File: config.mk
export PLATFORM = sky130hd
export DESIGN_NAME = a2_spi_master
export DESIGN_NICKNAME = d
export VERILOG_FILES = /design/src/rtl/a2_spi_master.sv
export SDC_FILE = /design/constraint.sdc
export NUM_CORES = 1
export LEC_CHECK = 0
export CORE_MARGIN = 2
export CORE_UTILIZATION = 53
export DETAILED_ROUTE_END_ITERATION = 16
export PLACE_DENSITY_LB_ADDON = 0.1
export SLEW_MARGIN = 5
export SYNTH_ARGS = -nofsm -noshare
export SYNTH_HDL_FRONTEND = slang
export SYNTH_SLANG_ARGS = --single-unit
File: constraint.sdc
create_clock -name i_clk -period 2.2 [get_ports i_clk]
set_clock_uncertainty 0.1 [all_clocks]
set_input_delay 0.55 -clock i_clk [delete_from_list [all_inputs] [get_ports i_clk]]
set_output_delay 0.55 -clock i_clk [all_outputs]
set_load 0.02 [all_outputs]
File: src/rtl/a2_spi_master.sv
// ---------------------------------------------------------------------------
// a2_spi_master
//
// Single-channel SPI master (mode 0) for the TinyFPGA A2 user SPI pins. User
// logic drives it with a word-level start/done handshake. Chip select can be
// held low across words to form bursts. o_pins_oe tells the pin wrapper when
// to drive cs/sclk/mosi; when it is low the wrapper tri-states those pins.
//
// Configuration macro:
//   A2_SPI_LSB_FIRST_EN - when defined, words shift LSB first (transmit and
//                         receive). When undefined, words shift MSB first.
//                         Timing is the same in both builds.
//
// Parameters:
//   CLK_DIV  SCLK half-period in i_clk cycles (>= 1)
//   DATA_W   bits per transfer word (>= 2)
//
// Ports:
//   i_clk      system clock
//   i_reset    synchronous, active-high reset
//   i_start    request one word; accepted only while o_ready=1
//   i_hold_cs  sampled with an accepted start; 1 keeps CS low after the word
//   i_release  in WAIT, ends the burst without another transfer
//   i_tx_data  word to send; sampled with an accepted start
//   o_ready    high in IDLE and WAIT
//   o_busy     high in SETUP, SHIFT and HOLD
//   o_done     one-cycle pulse when o_rx_data is valid
//   o_rx_data  last received word, stable until the next done
//   o_cs_n     to pin18_cs
//   o_sclk     to pin19_sclk
//   o_mosi     to pin4_mosi
//   i_miso     from pin20_miso
//   o_pins_oe  1 = wrapper drives cs/sclk/mosi, 0 = those pins float
// ---------------------------------------------------------------------------
module a2_spi_master #(
  parameter int CLK_DIV = 4,
  parameter int DATA_W  = 8
) (
  input  logic              i_clk,
  input  logic              i_reset,
  input  logic              i_start,
  input  logic              i_hold_cs,
  input  logic              i_release,
  input  logic [DATA_W-1:0] i_tx_data,
  output logic              o_ready,
  output logic              o_busy,
  output logic              o_done,
  output logic [DATA_W-1:0] o_rx_data,
  output logic              o_cs_n,
  output logic              o_sclk,
  output logic              o_mosi,
  input  logic              i_miso,
  output logic              o_pins_oe
);

  localparam int CNT_W = (CLK_DIV > 1) ? $clog2(CLK_DIV) : 1;
  localparam int BIT_W = $clog2(DATA_W + 1);
  localparam logic [CNT_W-1:0] CNT_LAST = CNT_W'(CLK_DIV - 1);
  localparam logic [BIT_W-1:0] BIT_LAST = BIT_W'(DATA_W);

  typedef enum logic [2:0] {
    S_IDLE,
    S_SETUP,
    S_SHIFT,
    S_HOLD,
    S_WAIT
  } state_t;

  state_t            r_state,   w_state_next;
  logic [CNT_W-1:0]  r_cnt,     w_cnt_next;
  logic [BIT_W-1:0]  r_bit_cnt, w_bit_cnt_next;
  logic [DATA_W-1:0] r_tx_sh,   w_tx_sh_next;
  logic [DATA_W-1:0] r_rx_sh,   w_rx_sh_next;
  logic [DATA_W-1:0] r_rx_data, w_rx_data_next;
  logic              r_hold,    w_hold_next;
  logic              r_sclk,    w_sclk_next;
  logic              r_mosi,    w_mosi_next;
  logic              r_done,    w_done_next;
  logic              r_cs_n,    w_cs_n_next;
  logic              r_ready,   w_ready_next;

  // Bit-order dependent views of the shift registers.
  logic [DATA_W-1:0] w_tx_shifted;
  logic [DATA_W-1:0] w_rx_shifted;
  logic              w_first_bit;
  logic              w_next_bit;

`ifdef A2_SPI_LSB_FIRST_EN
  assign w_tx_shifted = r_tx_sh >> 1;
  assign w_rx_shifted = {i_miso, r_rx_sh[DATA_W-1:1]};
  assign w_first_bit  = i_tx_data[0];
  assign w_next_bit   = w_tx_shifted[0];
`else
  assign w_tx_shifted = r_tx_sh << 1;
  assign w_rx_shifted = {r_rx_sh[DATA_W-2:0], i_miso};
  assign w_first_bit  = i_tx_data[DATA_W-1];
  assign w_next_bit   = w_tx_shifted[DATA_W-1];
`endif

  always_comb begin
    // NOTE: every signal gets a default before the case so no path leaves one unassigned (no latches).
    w_state_next   = r_state;
    w_cnt_next     = r_cnt;
    w_bit_cnt_next = r_bit_cnt;
    w_tx_sh_next   = r_tx_sh;
    w_rx_sh_next   = r_rx_sh;
    w_rx_data_next = r_rx_data;
    w_hold_next    = r_hold;
    w_sclk_next    = r_sclk;
    w_mosi_next    = r_mosi;
    w_done_next    = 1'b0;

    case (r_state)
      S_IDLE, S_WAIT: begin
        // In WAIT a simultaneous start and release resolve to the start.
        if (i_start) begin
          w_state_next   = S_SETUP;
          w_cnt_next     = '0;
          w_bit_cnt_next = '0;
          w_tx_sh_next   = i_tx_data;
          w_hold_next    = i_hold_cs;
          w_mosi_next    = w_first_bit;
        end else if (r_state == S_WAIT && i_release) begin
          w_state_next = S_HOLD;
          w_cnt_next   = '0;
        end
      end

      S_SETUP: begin
        if (r_cnt == CNT_LAST) begin
          // Leaving SETUP is the first rising SCLK edge.
          w_state_next   = S_SHIFT;
          w_cnt_next     = '0;
          w_sclk_next    = 1'b1;
          w_rx_sh_next   = w_rx_shifted;
          w_bit_cnt_next = r_bit_cnt + 1'b1;
        end else begin
          w_cnt_next = r_cnt + 1'b1;
        end
      end

      S_SHIFT: begin
        if (r_cnt != CNT_LAST) begin
          w_cnt_next = r_cnt + 1'b1;
        end else begin
          w_cnt_next = '0;
          if (r_sclk) begin
            // Falling edge: present the next bit unless the word is complete.
            w_sclk_next = 1'b0;
            if (r_bit_cnt != BIT_LAST) begin
              w_tx_sh_next = w_tx_shifted;
              w_mosi_next  = w_next_bit;
            end
          end else if (r_bit_cnt == BIT_LAST) begin
            // One half-period after the last falling edge the word is done.
            w_done_next    = 1'b1;
            w_rx_data_next = r_rx_sh;
            w_state_next   = r_hold ? S_WAIT : S_HOLD;
          end else begin
            w_sclk_next    = 1'b1;
            w_rx_sh_next   = w_rx_shifted;
            w_bit_cnt_next = r_bit_cnt + 1'b1;
          end
        end
      end

      S_HOLD: begin
        if (r_cnt == CNT_LAST) begin
          w_state_next = S_IDLE;
        end else begin
          w_cnt_next = r_cnt + 1'b1;
        end
      end

      default: w_state_next = S_IDLE;
    endcase

    // Pin-level outputs follow the state being entered so they stay registered.
    if (w_state_next != S_SETUP && w_state_next != S_SHIFT) begin
      w_mosi_next = 1'b0;
    end
    w_cs_n_next  = (w_state_next == S_IDLE);
    w_ready_next = (w_state_next == S_IDLE) || (w_state_next == S_WAIT);
  end

  always_ff @(posedge i_clk) begin
    // NOTE: sequential state uses non-blocking assignments so every register samples pre-edge values.
    if (i_reset) begin
      r_state   <= S_IDLE;
      r_cnt     <= '0;
      r_bit_cnt <= '0;
      r_tx_sh   <= '0;
      r_rx_sh   <= '0;
      r_rx_data <= '0;
      r_hold    <= 1'b0;
      r_sclk    <= 1'b0;
      r_mosi    <= 1'b0;
      r_done    <= 1'b0;
      r_cs_n    <= 1'b1;
      r_ready   <= 1'b1;
    end else begin
      r_state   <= w_state_next;
      r_cnt     <= w_cnt_next;
      r_bit_cnt <= w_bit_cnt_next;
      r_tx_sh   <= w_tx_sh_next;
      r_rx_sh   <= w_rx_sh_next;
      r_rx_data <= w_rx_data_next;
      r_hold    <= w_hold_next;
      r_sclk    <= w_sclk_next;
      r_mosi    <= w_mosi_next;
      r_done    <= w_done_next;
      r_cs_n    <= w_cs_n_next;
      r_ready   <= w_ready_next;
    end
  end

  assign o_ready   = r_ready;
  assign o_busy    = ~r_ready;
  assign o_done    = r_done;
  assign o_rx_data = r_rx_data;
  assign o_cs_n    = r_cs_n;
  assign o_sclk    = r_sclk;
  assign o_mosi    = r_mosi;
  assign o_pins_oe = ~r_cs_n;

endmodule

==> results.md <==
* Clk slew on worst S/H paths at roughly 0.11 ns
* Vias at 1579
* Synth warn at 0
* Hold path depth at 2
* Fin worst setup slack at between 0.09 and 0.1 ns
* Top-area cell type share of the netlist area at 0.3979
* Largest net degree at the start of global routing at 29
* Asr flop ratio synth at 0
* Netlist Area Pre-Place at about 1900 um^2
* Data arrival, critical path at between 1 and 1.5 ns
* Compound-cell area share of the yosys netlist at 0.1904
* Core Util, Final at 0.6888
* Post-place instance area at between 2000 and 2500 um^2
* Latest clock arrival within the worst-skew pair at around 0.35 ns
* Initial antenna violation count at 0
* Effective utilization at floorplan at 0.5640
* Startpoint Class: flip-flop
* Synthesized area per cell at roughly 9.4 um^2
* Grt total ovfl at 0
* Avg WL per Cell at about 13 um
* Sw Ratio at 0.2579
* Antenna-violating nets left at 0
* Max frequency at 476.1 MHz
* Worst Tran Pin Value at 0.5694 ns
* CTS tree: yes
* Period utilisation layout at 0.9546
* CTS sink count at 38
* Layout area overhead at 22.12%
* Simple-gate share of the synthesized area at 0.2101
* Width of the die at around 64 um
* Hpwl dp at roughly 2.8 mm
* Worst reg2reg path depth at 4
* DR iter-0 viols at 68
* DR pass1 iterations at 4
* Top cells by count, synth: 38 x dfxtp_1, 22 x mux2i_1, 19 x nor2_1, 14 x o21ai_0, 13 x a21oi_1
* DP Worst Slack at -0.1042 ns
* Filler instances at approximately 270
* Hold-fix buffers at CTS at 0
* Placer Congestion at between 0.8 and 0.9
* Layout cells sized above 1 at 0.1423
* Unrepaired setup endpoints after global routing: false
* CP max stage cell: clkdlybuf4s50_1
* Dpl cells at ~280
* Top Family by Delay on Critical Path: buffers and inverters
* Final slew viol count at 0
* Power per cell area at approximately 550 nW/um^2
* Largest stage delay on the critical path at 0.64 ns
* Synth Area in Adders at 0.01963
* Multiplexer area fraction after synthesis at 0.1152
* Synth top area cells: dfxtp_1 40%, mux2i_1 12%, nor2_1 3.7%
* WP buf/inv at 1
* Max_slew headroom at 0.6199
* CTS root buf: clkbuf_4
* Combinational fraction of design power at 0.131
* Flop pwr share at 0.567
* Number of remaining DRC errors at 0
* Final setup TNS at 0 ns
* Cell variety after synth at 52
* FP Rows at 21
* Psw at ~330 uW
* Pleak at about 0.00083 uW
* Number of maximum-capacitance violations at 0
* XOR/XNOR share of the synthesized area at 0.004581
* Ports at 29
* Post-CTS Setup Inserts at 0
* Run status: finished clean
* Min-Delay Path Class: reg2reg
* Yosys top cell by area: dfxtp_1
* # port buffers at 28
* First-pass GRT wire length at 6.762 mm
* Post-synth EDFFs at 0
* Kind of critical path: reg2out
* #FFs+latches synth at 38
* Antenna cell count at 0
* Main flop type after synthesis: dfxtp_1
* Internal power at between 900 and 1000 uW
* Number of global-route vias before repair at around 1500
* Full die area at between 4000 and 5000 um^2
* Gr usage total at 0.2093
* Worst Path Max Fanout at 9
* Clock Path Buffers at 2
* CP Cell Sequence: clkdlybuf4s50_1
* Final Cell Area at between 2000 and 2500 um^2
* Num CTS Buffers at 5
* Mapped Cells at a little over 200
* Final Critical Period at approximately 2.1 ns
* Core area at around 3400 um^2
* Clock group share of total power at 0.303
* Final Non-Filler Cells at 285
* H-tree levels at 2
* Cell with the most instances after synthesis: dfxtp_1
* CP endpoint kind: output port
* Syn_nets at 220
* Post-synthesis sequential area ratio at 0.3979
* Layout Nets at approximately 260
* Hold Vio Cnt, Final at 0
* Worst Path Required at 1.55 ns
* Die H at 64.06 um
* VDD IR-drop max at between 0.4 and 0.5 mV
* Crit path depth at 1
* Final setup violation count at 0
* Overall routed net length at 3.836 mm
* Vias/cell at between 5 and 6
* Main combinational cell family by area after synthesis: simple AND/OR/NAND/NOR gates
-- power by group through the flow --
stage / sequential (uW) / clock (uW) / combinational, uW
6_report: 721 / 385 / 166
5_1_grt: 725 / 435 / 184
4_1_cts: 721 / 400 / 167
3_5_place_dp: 737 / 0 / 165
3_3_place_gp: 735 / 0 / 161
2_1_floorplan: 736 / 0 / 94.7
-- per-stage QoR --
stage | total power [uW] | hold slack [ns]
finish | 1273 | 0.3843
detailed placement | 901.8 | 0.3660
CTS | 1287 | 0.3798
global route | 1344 | 0.4156
global placement | 896.4 | 0.3588
floorplan | 830.9 | 0.3475
-- worst register-to-register path: cells and delay by family (launching register included) --
kind	cells	cell delay, ns
AOI/OAI and AO/OA	3	0.95
DFF	1	0.70
and+or+nand+nor	1	0.13
-- repair_timing --
item                                   4_1_cts  5_1_grt
resized for setup                            1        0
endpoints found under the hold margin        0        0
setup endpoints to repair                    1        0
-- state kept, by name (all words and copies together), names as in the netlist --
register	cells
o_cs_n	1
o_done	1
o_mosi	1
o_ready	1
o_rx_data	8
o_sclk	1
r_bit_cnt	4
r_cnt	2
r_hold	1
r_rx_sh	8
r_state	3
r_tx_sh	7
-- cell type report --
type,count,area (um^2),share of cell area
Clock inverter,2,12.51,0.005359
Clock buffer,6,51.30,0.02197
Multi-Input combinational cell,142,1032,0.4421
Timing Repair Buffer,42,385.4,0.1651
Tap cell,46,57.56,0.02465
Sequential cell,38,762.0,0.3264
Inverter,9,33.78,0.01447
-- cell families after synthesis --
family | Yosys count
compound gates | 49
buf+inv | 23
fa+ha+maj | 3
simple gates | 67
mux | 22
xor+xnor | 1
flops | 38
-- placed cells by master, fill, tap and decap left out, drive strengths merged, types with 2 or more instances in the layout --
| master | count |
|---|---|
| dfxtp | 38 |
| mux2i | 22 |
| nand2b | 11 |
| a21oi | 14 |
| nor2b | 5 |
| a21boi | 2 |
| a311oi | 2 |
| nand3b | 2 |
| ha | 3 |
| inv | 9 |
| nand2 | 5 |
| buf | 14 |
| clkdlybuf4s50 | 28 |
| nor2 | 19 |
| nand3 | 4 |
| a2111oi | 2 |
| clkbuf | 6 |
| nor3b | 3 |
| a221oi | 2 |
| a21o | 2 |
| or3 | 8 |
| nor3 | 3 |
| o21ai | 14 |
-- worst paths after layout --
| kind | to | startpoint | slack (ns) |
|---|---|---|---|
| worst max-delay path | o_sclk | o_sclk | 0.1 |
| worst min-delay path | r_tx_sh[5] | r_tx_sh[5] | 0.38 |
| worst max register to register | o_mosi | r_state[2] | 0.21 |
| worst min register to register | r_tx_sh[5] | r_tx_sh[5] | 0.38 |
-- routing by layer --
layer | track usage | part of all wire
met4 | 0.08696 | 0.020
met1 | 0.2492 | 0.46
met2 | 0.3581 | 0.47
met3 | 0.05106 | 0.043
met5 | 0 | 0
Power figures use the tool's default switching activity.
